$ cat src/rtl/alu_seq_if.sv
// Request/result bundle for alu_seq: operands, opcode and enable in; result, strobe and status out.
// ZERO and CARRY are present only when ALU_FLAGS_EN is defined.
interface alu_seq_if #(
  parameter int WIDTH = 8,
  parameter int OP_W  = 4
);
  logic [WIDTH-1:0]   A;
  logic [WIDTH-1:0]   B;
  logic [OP_W-1:0]    ALU_FUN;
  logic               ALU_EN;
  logic [2*WIDTH-1:0] ALU_OUT;
  logic               OUT_valid;
  logic               BUSY;
  logic               DIV_ERR;
`ifdef ALU_FLAGS_EN
  logic               ZERO;
  logic               CARRY;

  modport master (
    output A, B, ALU_FUN, ALU_EN,
    input  ALU_OUT, OUT_valid, BUSY, DIV_ERR, ZERO, CARRY
  );
  modport slave (
    input  A, B, ALU_FUN, ALU_EN,
    output ALU_OUT, OUT_valid, BUSY, DIV_ERR, ZERO, CARRY
  );
`else
  modport master (
    output A, B, ALU_FUN, ALU_EN,
    input  ALU_OUT, OUT_valid, BUSY, DIV_ERR
  );
  modport slave (
    input  A, B, ALU_FUN, ALU_EN,
    output ALU_OUT, OUT_valid, BUSY, DIV_ERR
  );
`endif
endinterface

$ cat src/rtl/alu_seq.sv
// Parametrised registered ALU with a multi-cycle restoring divider (one quotient bit per cycle).
// Optional ZERO/CARRY flag outputs are enabled with the ALU_FLAGS_EN macro.
module alu_seq #(
  parameter int WIDTH = 8,
  parameter int OP_W  = 4
) (
  input logic       CLK,
  input logic       RST,
  alu_seq_if.slave  bus
);
  localparam logic [OP_W-1:0] OP_ADD  = OP_W'(0);
  localparam logic [OP_W-1:0] OP_SUB  = OP_W'(1);
  localparam logic [OP_W-1:0] OP_MUL  = OP_W'(2);
  localparam logic [OP_W-1:0] OP_DIV  = OP_W'(3);
  localparam logic [OP_W-1:0] OP_AND  = OP_W'(4);
  localparam logic [OP_W-1:0] OP_OR   = OP_W'(5);
  localparam logic [OP_W-1:0] OP_NAND = OP_W'(6);
  localparam logic [OP_W-1:0] OP_NOR  = OP_W'(7);
  localparam logic [OP_W-1:0] OP_XOR  = OP_W'(8);
  localparam logic [OP_W-1:0] OP_XNOR = OP_W'(9);
  localparam logic [OP_W-1:0] OP_EQ   = OP_W'(10);
  localparam logic [OP_W-1:0] OP_GT   = OP_W'(11);
  localparam logic [OP_W-1:0] OP_LT   = OP_W'(12);
  localparam logic [OP_W-1:0] OP_SHR  = OP_W'(13);
  localparam logic [OP_W-1:0] OP_SHL  = OP_W'(14);

  localparam int              LAST_ITER_I = WIDTH - 1;
  localparam logic [WIDTH-1:0] LAST_ITER  = LAST_ITER_I[WIDTH-1:0];

  typedef enum logic {S_IDLE, S_DIV} state_t;

  state_t             state_reg;
  logic               busy_reg;
  logic [2*WIDTH-1:0] out_reg;
  logic               valid_reg;
  logic               err_reg;
  logic [WIDTH-1:0]   div_reg;
  logic [WIDTH-1:0]   quo_reg;
  logic [WIDTH-1:0]   rem_reg;
  logic [WIDTH-1:0]   cnt_reg;

  logic [WIDTH:0]     sum_w;
  logic [WIDTH:0]     diff_w;
  logic [2*WIDTH-1:0] op_result;
  logic               op_valid;
  logic               op_err;
  logic               div_start;
  logic [WIDTH:0]     trial_w;
  logic [WIDTH-1:0]   rem_next;
  logic [WIDTH-1:0]   quo_next;

  // Single-cycle datapath, evaluated directly from the bus on the accept edge
  always_comb begin
    sum_w     = {1'b0, bus.A} + {1'b0, bus.B};
    diff_w    = {1'b0, bus.A} - {1'b0, bus.B};
    op_result = '0;
    op_valid  = 1'b1;
    op_err    = 1'b0;
    div_start = 1'b0;
    case (bus.ALU_FUN)
      OP_ADD:  op_result[WIDTH:0] = sum_w;
      OP_SUB:  op_result[WIDTH:0] = diff_w;
      OP_MUL:  op_result = {{WIDTH{1'b0}}, bus.A} * {{WIDTH{1'b0}}, bus.B};
      OP_DIV: begin
        if (bus.B == '0) begin
          op_result = {bus.A, {WIDTH{1'b1}}};
          op_err    = 1'b1;
        end else begin
          op_valid  = 1'b0;
          div_start = 1'b1;
        end
      end
      OP_AND:  op_result[WIDTH-1:0] = bus.A & bus.B;
      OP_OR:   op_result[WIDTH-1:0] = bus.A | bus.B;
      OP_NAND: op_result[WIDTH-1:0] = ~(bus.A & bus.B);
      OP_NOR:  op_result[WIDTH-1:0] = ~(bus.A | bus.B);
      OP_XOR:  op_result[WIDTH-1:0] = bus.A ^ bus.B;
      OP_XNOR: op_result[WIDTH-1:0] = ~(bus.A ^ bus.B);
      OP_EQ:   if (bus.A == bus.B) op_result[1:0] = 2'd1;
      OP_GT:   if (bus.A > bus.B)  op_result[1:0] = 2'd2;
      OP_LT:   if (bus.A < bus.B)  op_result[1:0] = 2'd3;
      OP_SHR:  op_result[WIDTH-1:0] = bus.A >> 1;
      OP_SHL:  op_result[WIDTH:0] = {bus.A, 1'b0};
      default: op_valid = 1'b0;
    endcase
  end

  // Restoring step: the partial remainder is always below the divisor, so WIDTH bits suffice
  always_comb begin
    trial_w = {rem_reg, quo_reg[WIDTH-1]};
    if (trial_w >= {1'b0, div_reg}) begin
      rem_next = trial_w[WIDTH-1:0] - div_reg;
      quo_next = {quo_reg[WIDTH-2:0], 1'b1};
    end else begin
      rem_next = trial_w[WIDTH-1:0];
      quo_next = {quo_reg[WIDTH-2:0], 1'b0};
    end
  end

`ifdef ALU_FLAGS_EN
  logic zero_reg;
  logic carry_reg;
  logic op_carry;

  always_comb begin
    op_carry = 1'b0;
    if (bus.ALU_FUN == OP_ADD)      op_carry = sum_w[WIDTH];
    else if (bus.ALU_FUN == OP_SUB) op_carry = diff_w[WIDTH];
  end

  assign bus.ZERO  = zero_reg;
  assign bus.CARRY = carry_reg;
`endif

  always_ff @(posedge CLK or negedge RST) begin
    if (!RST) begin
      state_reg <= S_IDLE;
      busy_reg  <= 1'b0;
      out_reg   <= '0;
      valid_reg <= 1'b0;
      err_reg   <= 1'b0;
      div_reg   <= '0;
      quo_reg   <= '0;
      rem_reg   <= '0;
      cnt_reg   <= '0;
`ifdef ALU_FLAGS_EN
      zero_reg  <= 1'b0;
      carry_reg <= 1'b0;
`endif
    end else begin
      valid_reg <= 1'b0;
      err_reg   <= 1'b0;
`ifdef ALU_FLAGS_EN
      zero_reg  <= 1'b0;
      carry_reg <= 1'b0;
`endif
      case (state_reg)
        S_IDLE: begin
          if (bus.ALU_EN) begin
            if (div_start) begin
              state_reg <= S_DIV;
              busy_reg  <= 1'b1;
              div_reg   <= bus.B;
              quo_reg   <= bus.A;
              rem_reg   <= '0;
              cnt_reg   <= '0;
            end else if (op_valid) begin
              out_reg   <= op_result;
              valid_reg <= 1'b1;
              err_reg   <= op_err;
`ifdef ALU_FLAGS_EN
              zero_reg  <= (op_result == '0);
              carry_reg <= op_carry;
`endif
            end
          end
        end
        S_DIV: begin
          quo_reg <= quo_next;
          rem_reg <= rem_next;
          cnt_reg <= cnt_reg + 1'b1;
          if (cnt_reg == LAST_ITER) begin
            state_reg <= S_IDLE;
            busy_reg  <= 1'b0;
            out_reg   <= {rem_next, quo_next};
            valid_reg <= 1'b1;
`ifdef ALU_FLAGS_EN
            zero_reg  <= ({rem_next, quo_next} == '0);
`endif
          end
        end
        default: state_reg <= S_IDLE;
      endcase
    end
  end

  assign bus.ALU_OUT   = out_reg;
  assign bus.OUT_valid = valid_reg;
  assign bus.BUSY      = busy_reg;
  assign bus.DIV_ERR   = err_reg;

endmodule
$ cat src/flat_wrapper.sv
// flat-port wrapper written by rule: the top's interface ports become plain ports
module alu_seq_flat 
#(
  parameter int WIDTH = 8,
  parameter int OP_W  = 4
)
  (CLK, RST, bus_A, bus_B, bus_ALU_FUN, bus_ALU_EN, bus_ALU_OUT, bus_OUT_valid, bus_BUSY, bus_DIV_ERR);
  alu_seq_if #(.WIDTH(WIDTH), .OP_W(OP_W)) bus_i ();
  input logic CLK;
  input logic RST;
  input wire logic [$bits(bus_i.A)-1:0] bus_A;
  input wire logic [$bits(bus_i.B)-1:0] bus_B;
  input wire logic [$bits(bus_i.ALU_FUN)-1:0] bus_ALU_FUN;
  input wire logic [$bits(bus_i.ALU_EN)-1:0] bus_ALU_EN;
  output wire logic [$bits(bus_i.ALU_OUT)-1:0] bus_ALU_OUT;
  output wire logic [$bits(bus_i.OUT_valid)-1:0] bus_OUT_valid;
  output wire logic [$bits(bus_i.BUSY)-1:0] bus_BUSY;
  output wire logic [$bits(bus_i.DIV_ERR)-1:0] bus_DIV_ERR;
  assign bus_i.A = bus_A;
  assign bus_i.B = bus_B;
  assign bus_i.ALU_FUN = bus_ALU_FUN;
  assign bus_i.ALU_EN = bus_ALU_EN;
  assign bus_ALU_OUT = bus_i.ALU_OUT;
  assign bus_OUT_valid = bus_i.OUT_valid;
  assign bus_BUSY = bus_i.BUSY;
  assign bus_DIV_ERR = bus_i.DIV_ERR;
  alu_seq #(.WIDTH(WIDTH), .OP_W(OP_W)) u_core (.CLK(CLK), .RST(RST), .bus(bus_i));
endmodule
$ cat config.mk
export PLATFORM = sky130hd
export DESIGN_NAME = alu_seq_flat
export DESIGN_NICKNAME = d
export VERILOG_FILES = /design/src/rtl/alu_seq_if.sv /design/src/rtl/alu_seq.sv /design/src/flat_wrapper.sv
export SDC_FILE = /design/constraint.sdc
export NUM_CORES = 1
export LEC_CHECK = 0
export ABC_AREA = 1
export BUFFER_PORTS_ARGS = -buffer_cell sky130_fd_sc_hd__buf_4
export CAP_MARGIN = 20
export CORE_MARGIN = 2
export CORE_UTILIZATION = 30
export CTS_BUF_LIST = sky130_fd_sc_hd__clkbuf_8
export DETAILED_ROUTE_END_ITERATION = 6
export SYNTH_ARGS = -nofsm -noshare
export SYNTH_HDL_FRONTEND = slang
export SYNTH_SLANG_ARGS = --single-unit
$ cat constraint.sdc
create_clock -name CLK -period 2.7 [get_ports CLK]
set_clock_uncertainty 0.1 [all_clocks]
set_input_delay 0.675 -clock CLK [delete_from_list [all_inputs] [get_ports CLK]]
set_output_delay 0.675 -clock CLK [all_outputs]
set_load 0.05 [all_outputs]
==> results.json <==
{
  "htreeDepth": 2,
  "synth_seq_cells": 52,
  "avgSynthCellArea_um2": 6.31,
  "worst_slack_ns": -1.30,
  "async_reset_ff_frac": 1.00,
  "io_buffers": 41,
  "coreArea_um2": 22600,
  "max_slew_margin": 0.554,
  "synth_edf_count": 0,
  "yosysMostFrequentCell": "nand2_1",
  "rows": 55,
  "tritoncts": "done",
  "synth_area_leaders": "nand2_1 (19%), dfrtp_1 (19%), ha_1 (12%), inv_1 (12%), fa_1 (11%)",
  "wl_met2_mm": 10.5,
  "final-hold-violation-count": 0,
  "maxCapViolations": 0,
  "gp_congestion": 0.957,
  "cp_max_fo": 5,
  "p_leak_uw": 0.00506,
  "intPower_uw": 2450,
  "wirelength_mm": 23.2,
  "crit_type": "primary input to flop",
  "drive_above_1_share": 0.273,
  "vias": 7284,
  "place_hpwl_mm": 18.9,
  "wl_met3_mm": 1.19,
  "synth_flop_cell": "dfrtp_1",
  "numCtsBuffers": 5,
  "power_frac_seq": 0.180,
  "dieArea_um2": 24400,
  "nNetsFinal": 1381,
  "yosys.area.top_type": "nand2_1",
  "startpoint_type": "primary input",
  "status": "complete, but fails checks",
  "grt_overflow": 0,
  "yosysTopAreaCellShare": 0.192,
  "min_period_ns": 4.00,
  "drc_errors": 0,
  "setup_tns_ns": -15.13,
  "rsz0062_at_grt": "yes",
  "vias_per_cell": 4.74,
  "die_y_um": 156,
  "grt_pass1_vias": 7123,
  "drt_iter0_drc": 521,
  "wirelength_met1_mm": 11.1,
  "cts_root_buffer": "clkbuf_8",
  "tightest_slew_ns": 0.669,
  "finalPower_uw": 4330,
  "largest_register_ffs": 16,
  "grt_max_degree": 53,
  "wl_per_cell_um": 15.1,
  "setup_viol": 13,
  "peakVddDrop_mv": 0.269,
  "grt_pass1_wl_mm": 36.8,
  "fin_util": 0.412,
  "synth_nets": 1230,
  "clock-sinks": 52,
  "die_w_um": 156,
  "max_freq_mhz": 250,
  "yosys_warnings": 0,
  "final_antenna_net_count": 0,
  "hold_buffers": 0,
  "slew_viol_final": 0,
  "cts_buffer_depth": 2,
  "end_kind": "flop",
  "violations": "setup timing",
  "p_clk_frac": 0.139,
  "syn_to_final_growth_pct": 34.5,
  "antenna_cells": 0,
  "seq_area_frac_synth": 0.188,
  "top_layer": "met4",
  "antenna_found_initial": 0,
  "hp-class": "primary input to async pin",
  "ioPinCount": 42,
  "post-route-period-util": 1.48,
  "synth_area_um2": 6940,
  "ys_types": 35,
  "power_frac_comb": 0.682,
  "grtUsageTotal": 0.191,
  "path_clk_slew_ns": 0.09,
  "synthCells": 1099,
  "power_density_nw_per_um2": 464,
  "swShare": 0.435,
  "required_ns": 2.84,
  "synth_common_cells": "nand2_1 (354), inv_1 (213), nor2_1 (92), nand3_1 (88), ha_1 (69)",
  "switching_power_uw": 1880,
  "drt-pass1-iter-count": 7,
  "clk_latency_ns": 0.31,
  "initial_core_util": 0.306,
  "crit_arrival_ns": 4.14
}
## cells in the final DEF (no fill, tap or decap), types with 11 or more instances in the layout
master,instances
nand3_1,74
nand4_1,15
nand2_4,13
fa_1,33
nand2_1,307
inv_2,37
nor2_2,11
buf_6,15
nand2_2,38
a21oi_1,28
ha_1,55
buf_4,153
nand3_2,11
o21ai_0,42
inv_1,182
nor2_1,83
dfrtp_1,52
ha_4,13
## stage by stage
step / hold WS, ns / instance area [um2] / instances / setup WS [ns]
6_report: 0.283 / 9330 / 1536 / -1.30
2_1_floorplan: 0.279 / 7230 / 1099 / -1.38
3_5_place_dp: 0.374 / 8520 / 1513 / -1.72
4_1_cts: 0.322 / 8930 / 1526 / -1.30
5_1_grt: 0.338 / 9330 / 1536 / -1.45
3_3_place_gp: 0.367 / 8520 / 1513 / -1.71
## area by class of cell
class	instances	area, um2
tap	285	357
clock inverter	1	30.0
fill	2344	13300
clock buffer	7	96.3
inverter	221	835
multi-input combinational	793	5220
timing repair buffer	177	1490
sequential	52	1300
## worst max-delay path: stages
cell	delay [ns]
buf_12	0.11
nand2_4	0.07
inv_4	0.03
fa_2	0.39
fa_1	0.51
inv_1	0.05
fa_1	0.46
fa_1	0.54
inv_2	0.06
ha_4	0.25
buf_4	0.15
nand2_4	0.09
inv_2	0.04
nand2_2	0.05
nand2_2	0.06
nand2_1	0.08
nand3_1	0.08
nand2_1	0.09
nand3_2	0.09
nand2_4	0.09
nand2_4	0.05
a21oi_2	0.11
## routing by layer
| metal | track usage | vias to the layer above |
|---|---|---|
| li1 | - | 3682 |
| met1 | 0.272 | 3397 |
| met2 | 0.315 | 187 |
| met3 | 0.0161 | 18 |
| met4 | 0.0398 | 0 |
| met5 | 0 | - |
## power groups by stage
stage / clock network [uW] / registers, uW / logic, uW
final: 602 / 778 / 2950
after CTS: 612 / 778 / 2530
after global placement: 0 / 794 / 2280
after global routing: 634 / 778 / 3240
after floorplan: 0 / 794 / 1560
after detailed placement: 0 / 794 / 2300
## final timing paths
| path | start | to | slack (ns) | depth (start not counted) |
|---|---|---|---|---|
| hold / removal | RST | u_core.bus.ALU_OUT[12] | 0.28 | 1 |
| min in group CLK | u_core.cnt_reg[7] | u_core.cnt_reg[7] | 0.39 | 1 |
| max in group asynchronous | RST | u_core.cnt_reg[6] | 1.77 | 1 |
| hold reg to reg | u_core.cnt_reg[7] | u_core.cnt_reg[7] | 0.39 | 1 |
| setup reg to reg | u_core.rem_reg[1] | u_core.bus.ALU_OUT[13] | 0.45 | 13 |
| setup / recovery | bus_A[1] | u_core.bus.ALU_OUT[12] | -1.30 | 22 |
## logic make-up after synthesis
kind of cell,count (synthesis),share of synthesized area
and+or+nand+nor,575,0.343
buffers and inverters,254,0.142
adders and majority gates,108,0.237
AOI/OAI and AO/OA,105,0.0841
DFF,52,0.188
xor gates and xnor gates,5,0.00631
## timing repair
action                     4_1_cts  5_1_grt
setup endpoints to repair       13       14
resized for setup               60       89
buffers inserted                 5       10
pin swaps                       35       60
Note: power is estimated with default switching activity, not from simulation.
